**config.mk**
```make
export PLATFORM = sky130hd
export DESIGN_NAME = muldiv_unit
export DESIGN_NICKNAME = d
export VERILOG_FILES = /design/src/rtl/muldiv_unit_pkg.sv /design/src/rtl/muldiv_unit_signfix.sv /design/src/rtl/muldiv_unit.sv
export SDC_FILE = /design/constraint.sdc
export NUM_CORES = 1
export LEC_CHECK = 0
export BUFFER_PORTS_ARGS = -buffer_cell sky130_fd_sc_hd__buf_4
export CAP_MARGIN = 20
export CORE_MARGIN = 8
export CORE_UTILIZATION = 25
export CTS_CLUSTER_DIAMETER = 60
export DETAILED_ROUTE_END_ITERATION = 12
export PLACE_DENSITY_LB_ADDON = 0.2
export SETUP_SLACK_MARGIN = 0.3
export SYNTH_ARGS = -nofsm -noshare
export SYNTH_HDL_FRONTEND = slang
export SYNTH_SLANG_ARGS = --single-unit
```
**constraint.sdc**
```tcl
create_clock -name clk -period 21.1 [get_ports clk]
set_input_delay 4.22 -clock clk [delete_from_list [all_inputs] [get_ports clk]]
set_output_delay 4.22 -clock clk [all_outputs]
set_load 0.02 [all_outputs]
```
**src/rtl/muldiv_unit_pkg.sv**
```systemverilog
// rtl/muldiv_unit_pkg.sv - shared ALU control codes, muldiv FSM encodings and op-class helpers
package muldiv_unit_pkg;

    localparam int MD_WIDTH      = 32;
    localparam int MD_CTRL_WIDTH = 6;
    localparam int MD_ITER_COUNT = 32;

    typedef logic [MD_CTRL_WIDTH-1:0] alu_ctrl_t;

    localparam alu_ctrl_t ALU_ADD    = 6'd0;
    localparam alu_ctrl_t ALU_SUB    = 6'd1;
    localparam alu_ctrl_t ALU_AND    = 6'd2;
    localparam alu_ctrl_t ALU_OR     = 6'd3;
    localparam alu_ctrl_t ALU_XOR    = 6'd4;
    localparam alu_ctrl_t ALU_SLT    = 6'd5;
    localparam alu_ctrl_t ALU_SLTU   = 6'd6;
    localparam alu_ctrl_t ALU_SLL    = 6'd7;
    localparam alu_ctrl_t ALU_SRL    = 6'd8;
    localparam alu_ctrl_t ALU_SRA    = 6'd9;
    localparam alu_ctrl_t ALU_MUL    = 6'd16;
    localparam alu_ctrl_t ALU_MULH   = 6'd17;
    localparam alu_ctrl_t ALU_MULHSU = 6'd18;
    localparam alu_ctrl_t ALU_MULHU  = 6'd19;
    localparam alu_ctrl_t ALU_DIV    = 6'd20;
    localparam alu_ctrl_t ALU_DIVU   = 6'd21;
    localparam alu_ctrl_t ALU_REM    = 6'd22;
    localparam alu_ctrl_t ALU_REMU   = 6'd23;

    typedef enum logic [1:0] {
        MD_STATE_IDLE  = 2'd0,
        MD_STATE_CALC  = 2'd1,
        MD_STATE_FIXUP = 2'd2,
        MD_STATE_DONE  = 2'd3
    } md_state_t;

    function automatic logic is_m_op(input alu_ctrl_t c);
        return (c >= ALU_MUL) && (c <= ALU_REMU);
    endfunction

    function automatic logic is_mul_op(input alu_ctrl_t c);
        return c inside {ALU_MUL, ALU_MULH, ALU_MULHSU, ALU_MULHU};
    endfunction

    function automatic logic is_div_op(input alu_ctrl_t c);
        return c inside {ALU_DIV, ALU_DIVU};
    endfunction

    function automatic logic is_rem_op(input alu_ctrl_t c);
        return c inside {ALU_REM, ALU_REMU};
    endfunction

    function automatic logic op_a_signed(input alu_ctrl_t c);
        return c inside {ALU_MUL, ALU_MULH, ALU_MULHSU, ALU_DIV, ALU_REM};
    endfunction

    function automatic logic op_b_signed(input alu_ctrl_t c);
        return c inside {ALU_MUL, ALU_MULH, ALU_DIV, ALU_REM};
    endfunction

endpackage

```
**src/rtl/muldiv_unit_signfix.sv**
```systemverilog
// rtl/muldiv_unit_signfix.sv - operand magnitudes and result negate flags for the muldiv datapath
module muldiv_signfix
    import muldiv_unit_pkg::*;
(
    input  alu_ctrl_t   op,
    input  logic        a_msb,
    input  logic        b_msb,
    input  logic [31:0] a_raw,
    input  logic [31:0] b_raw,
    output logic [31:0] a_abs,
    output logic [31:0] b_abs,
    output logic        neg_main,
    output logic        neg_rem
);

    logic a_neg;
    logic b_neg;

    always_comb begin
        a_neg    = op_a_signed(op) & a_msb;
        b_neg    = op_b_signed(op) & b_msb;
        a_abs    = a_neg ? -a_raw : a_raw;
        b_abs    = b_neg ? -b_raw : b_raw;
        neg_main = a_neg ^ b_neg;
        // remainder follows the dividend's sign only
        neg_rem  = a_neg;
    end

endmodule

```
**src/rtl/muldiv_unit.sv**
```systemverilog
// rtl/muldiv_unit.sv - iterative RV32M multiply/divide unit with stall/done handshake
// Optional MULDIV_FAST_MUL_EN: single-cycle combinational multiply, division stays iterative.
module muldiv_unit
    import muldiv_unit_pkg::*;
#(
    parameter int WIDTH      = 32,
    parameter int CTRL_WIDTH = 6
) (
    input  logic                  clk,
    input  logic                  rst,
    input  logic                  start,
    input  logic [CTRL_WIDTH-1:0] alu_ctrl,
    input  logic [WIDTH-1:0]      op_a,
    input  logic [WIDTH-1:0]      op_b,
    input  logic                  flush,
    output logic                  busy,
    output logic                  stall,
    output logic                  done,
    output logic [WIDTH-1:0]      result
);

    md_state_t   state;
    md_state_t   state_next;
    alu_ctrl_t   op_q;
    logic [31:0] a_q;
    logic [31:0] b_q;
    logic [31:0] mag;
    logic [63:0] acc;
    logic [5:0]  iter;
    logic        prep;

    logic [31:0] a_abs;
    logic [31:0] b_abs;
    logic        neg_main;
    logic        neg_rem;

    logic        accept;
    logic        quick;
    logic [31:0] quick_val;
    logic [63:0] mul_next;
    logic [63:0] div_next;
    logic [32:0] mul_sum;
    logic [32:0] div_shift;
    logic [31:0] div_diff;
    logic        div_ge;
    logic [63:0] prod_signed;
    logic [31:0] fix_val;

    muldiv_signfix u_signfix (
        .op       (op_q),
        .a_msb    (a_q[31]),
        .b_msb    (b_q[31]),
        .a_raw    (a_q),
        .b_raw    (b_q),
        .a_abs    (a_abs),
        .b_abs    (b_abs),
        .neg_main (neg_main),
        .neg_rem  (neg_rem)
    );

    assign accept = start & is_m_op(alu_ctrl) & ~flush
                  & ((state == MD_STATE_IDLE) | (state == MD_STATE_DONE));

`ifdef MULDIV_FAST_MUL_EN
    logic signed [32:0] fast_a;
    logic signed [32:0] fast_b;
    logic signed [63:0] fast_prod;
    assign fast_a    = {op_a_signed(alu_ctrl) & op_a[31], op_a};
    assign fast_b    = {op_b_signed(alu_ctrl) & op_b[31], op_b};
    assign fast_prod = 64'(fast_a) * 64'(fast_b);
`endif

    // Results that bypass the iterative path are resolved from the raw inputs at accept.
    always_comb begin
        quick     = 1'b0;
        quick_val = '0;
        if (is_div_op(alu_ctrl) || is_rem_op(alu_ctrl)) begin
            if (op_b == '0) begin
                quick     = 1'b1;
                quick_val = is_div_op(alu_ctrl) ? 32'hFFFF_FFFF : op_a;
            end else if ((alu_ctrl == ALU_DIV || alu_ctrl == ALU_REM) &&
                         op_a == 32'h8000_0000 && op_b == 32'hFFFF_FFFF) begin
                quick     = 1'b1;
                quick_val = (alu_ctrl == ALU_DIV) ? 32'h8000_0000 : 32'h0;
            end
        end
`ifdef MULDIV_FAST_MUL_EN
        else if (is_mul_op(alu_ctrl)) begin
            quick     = 1'b1;
            quick_val = (alu_ctrl == ALU_MUL) ? fast_prod[31:0] : fast_prod[63:32];
        end
`endif
    end

    // acc holds {partial product, multiplier} for MUL* and {remainder, quotient} for DIV*/REM*.
    always_comb begin
        mul_sum   = {1'b0, acc[63:32]} + (acc[0] ? {1'b0, mag} : 33'd0);
        mul_next  = {mul_sum, acc[31:1]};
        div_shift = {acc[63:32], acc[31]};
        div_ge    = div_shift >= {1'b0, mag};
        div_diff  = div_shift[31:0] - mag;
        div_next  = {div_ge ? div_diff : div_shift[31:0], acc[30:0], div_ge};
    end

    always_comb begin
        prod_signed = neg_main ? -acc : acc;
        fix_val     = '0;
        if (op_q == ALU_MUL)
            fix_val = prod_signed[31:0];
        else if (is_mul_op(op_q))
            fix_val = prod_signed[63:32];
        else if (is_div_op(op_q))
            fix_val = neg_main ? -acc[31:0] : acc[31:0];
        else
            fix_val = neg_rem ? -acc[63:32] : acc[63:32];
    end

    always_ff @(posedge clk or posedge rst) begin
        if (rst)
            state <= MD_STATE_IDLE;
        else
            state <= state_next;
    end

    always_comb begin
        state_next = state;
        if (flush) begin
            state_next = MD_STATE_IDLE;
        end else begin
            case (state)
                MD_STATE_IDLE:
                    if (accept) state_next = quick ? MD_STATE_DONE : MD_STATE_CALC;
                MD_STATE_CALC:
                    if (!prep && iter == 6'(MD_ITER_COUNT - 1)) state_next = MD_STATE_FIXUP;
                MD_STATE_FIXUP:
                    state_next = MD_STATE_DONE;
                MD_STATE_DONE:
                    if (accept) state_next = quick ? MD_STATE_DONE : MD_STATE_CALC;
                    else        state_next = MD_STATE_IDLE;
                default:
                    state_next = MD_STATE_IDLE;
            endcase
        end
    end

    always_comb begin
        busy = 1'b0;
        done = 1'b0;
        case (state)
            MD_STATE_CALC, MD_STATE_FIXUP: busy = 1'b1;
            MD_STATE_DONE:                 done = 1'b1;
            default: ;
        endcase
        stall = busy | accept;
    end

    // First CALC cycle (prep) loads magnitudes from the registered operands before iterating.
    always_ff @(posedge clk or posedge rst) begin
        if (rst) begin
            op_q   <= '0;
            a_q    <= '0;
            b_q    <= '0;
            mag    <= '0;
            acc    <= '0;
            iter   <= '0;
            prep   <= 1'b0;
            result <= '0;
        end else if (!flush) begin
            if (accept) begin
                op_q <= alu_ctrl;
                a_q  <= op_a;
                b_q  <= op_b;
                iter <= '0;
                prep <= 1'b1;
                if (quick) result <= quick_val;
            end else if (state == MD_STATE_CALC) begin
                if (prep) begin
                    prep <= 1'b0;
                    if (is_mul_op(op_q)) begin
                        mag <= a_abs;
                        acc <= {32'h0, b_abs};
                    end else begin
                        mag <= b_abs;
                        acc <= {32'h0, a_abs};
                    end
                end else begin
                    acc  <= is_mul_op(op_q) ? mul_next : div_next;
                    iter <= iter + 6'd1;
                end
            end else if (state == MD_STATE_FIXUP) begin
                result <= fix_val;
            end
        end
    end

endmodule

```
==> metrics.cfg <==
[clock_tree]
cts_resized = 0
clk_pin_slew_ns = 0.05
cts_buffer_depth = 3
cts_hold_repair.buffers = 0
htree_levels = 2
cts.sinks = 207
root_buffer = clkbuf_16
cts_tree = built
cts_inserted_buffers = 34
clk_latency_ns = 0.55
post-cts-setup-buffers = 0

[logic_synthesis]
synth_cells = 2249
syn_area_mm2 = 0.0174
ys_ff_latch = 207
yosysUniqueCellTypes = 80
synth_edf_count = 0
yosysSeqAreaShare_pct = 29.8
syn_area_per_cell_um2 = 7.73
postSynth.asyncResetShare_pct = 100
yosys_warnings = 0
syn_nets = 2399
synth_flop_cell = dfrtp_1

[sta]
rsz0062_at_grt = false
finalCriticalPeriod_ns = 9.43
max_freq_ghz = 0.106
hold_viol = 0
finalSetupViolCount = 0
fin_skew_ns = 0.0211
worst_pin_slew_ns = 1.13
slew_violations = 0
timing.hold.ws_ns = 0.474
max-slew-margin-rel_pct = 24.5
post-route-period-util_pct = 44.7
tns_ns = 0

[global_routing]
antenna_found_initial = 0
first_global_vias = 16800
grt_max_degree = 92
grt_pass1_wl_um = 104000
grt_overflow = 0
grt_usage_pct = 16.9

[setup_path]
startpoint_type = input pin
cp_common_cell = buf_4
endpoint_kind = output pin
path_buf_inv = 2
worst_ep_required_time_ns = 16.88
r2r_end = acc[33]
r2r_setup_slack_ns = 16.51
critPathKind = in2out
cp_slowest_stage_delay_ns = 0.43
reg2reg_from = acc[45]
worst-path-max-fanout = 4
crit_family = simple AND/OR/NAND/NOR gates
critPathSlowestCell = nor3b_1
arrival_ns = 5.21
rr_worst_depth = 12
path_cells = buf_4 > nor3b_1 > nand2_1 > nand2b_1 > buf_4

[die]
initial_core_util_pct = 25.3
rows = 96
die_y_um = 280
fp.dieW_um = 280
design.core.area_mm2 = 0.0687
pin_count = 109
dieArea_mm2 = 0.0783

[route]
wl_per_cell_um = 21.0
vias = 17100
first_pass_iters = 9
drc = 0
vias_per_cell = 5.26
ant_nets = 0
wl_um = 67900
drt_iter0_markers = 1142

[place]
dp_hpwl_um = 50700
placed_cell_area_mm2 = 0.0192
io_buffers = 108
gp_congestion = 0.945

[layout]
nets = 2436
final_layout_size_suffix_gt1_share_pct = 11.6
final_cell_mix = 444 x nand2_1, 207 x dfrtp_1, 204 x o21ai_0
layout_commonest_cell = nand2_1
post-route-cell-area_mm2 = 0.0204
final_core_util_pct = 29.7
diodes = 0
area_delta_synth_final_pct = 17.2

[worst_hold_path]
hold_path.class = reg2reg
min_to = mag[27]
min_path_cells = 2
min-delay-start = mag[27]

[outcome]
status = completed

[power_and_ir_drop]
p_leak_nw = 8.87
ir_worst_vdd_mv = 0.0981
p_per_area_mw_per_mm2 = 201

[flow_run]
drv_cap = 0

[power by group]
group	internal, mW	switching (mW)
combinational	1.01	1.65
sequential	0.565	0.262
clock	0.373	0.226
[registers in the layout, summed over array words and instances, names as in the netlist]
signal / flops
prep: 1
mag: 32
state: 2
a_q: 32
iter: 6
result: 32
op_q: 6
b_q: 32
acc: 64
[kinds of logic after synthesis]
kind of cell             after synthesis  share of synthesized area [%]
AO/OA/AOI/OAI                        631                           22.7
XOR/XNOR                             184                           9.27
adder cells (fa/ha/maj)               76                           5.55
buffers and inverters                217                           4.81
flip-flops                           207                           29.8
multiplexers                          63                           5.34
AND/OR/NAND/NOR                      871                           22.5
[final cells by class]
cell class / count / area [µm²]
Clock buffer: 43 / 955
Timing Repair Buffer: 140 / 1100
Fill cell: 7517 / 48300
Clock inverter: 17 / 233
Multi-Input combinational cell: 1825 / 11400
Inverter: 78 / 300
Tap cell: 931 / 1160
Sequential cell: 207 / 5180
[Yosys cell counts, drive strengths merged (7+ instances only)]
library cell,n,area (µm²)
xnor2,109,955
o22ai,24,150
a221o,8,80.1
nor2,187,702
xor2,75,657
and3,16,100
nor4,33,219
a21oi,142,711
mux2i,35,350
inv,78,293
a211oi,32,240
a21o,33,248
o21a,11,82.6
or4,14,131
o2111ai,7,61.3
or3,14,97.6
dfrtp,207,5180
a31oi,26,163
o21bai,10,75.1
mux4,23,522
nor3,43,231
nand2b,16,100
o221ai,21,184
nand4,23,144
o211ai,26,195
buf,22,104
o41ai,8,96.4
ha,74,926
nand2,445,1670
nand3,28,140
o31ai,21,158
o21ai,209,1050
nor2b,12,75.1
a311oi,8,76.3
and2,11,68.8
clkbuf,117,440
[metrics by stage]
step                setup WS, ns  instances  total power [mW]
finish                     11.67       3241              4.09
global route               11.52       3241              4.42
CTS                        11.66       3240              4.08
detailed placement         11.66       3180              3.46
global placement           11.69       3178              3.44
floorplan                  11.23       2249              2.63
[routing by layer]
layer	vias up	track usage (%)	part of all wire, %
met4	0	5.11	2.6
met3	99	2.54	6.0
li1	8108	-	-
met1	8230	23.7	47
met5	-	0	0
met2	622	26.7	44
[worst register-to-register path, cell delays in order (launching register included)]
cell	delay (ns)
dfrtp_1	0.68
ha_1	0.41
a21o_1	0.21
a21o_1	0.17
a21o_1	0.21
a311oi_1	0.50
nand4_1	0.30
a311oi_4	0.73
buf_4	0.59
mux2i_1	0.31
nor2_1	0.05
a31oi_1	0.17
o22ai_1	0.09
[how the worst max path moves through the flow]
| stage | to | start | cells past startpoint | slack [ns] |
|---|---|---|---|---|
| after floorplan | a_q[0] | rst | 1 | 11.23 |
| after CTS | stall | alu_ctrl[3] | 5 | 11.66 |
| final | stall | alu_ctrl[3] | 5 | 11.67 |
| after detailed placement | stall | alu_ctrl[3] | 5 | 11.66 |
| after global placement | stall | alu_ctrl[3] | 5 | 11.69 |
| after global routing | stall | alu_ctrl[3] | 5 | 11.52 |
(Power assumes the default switching activity.)
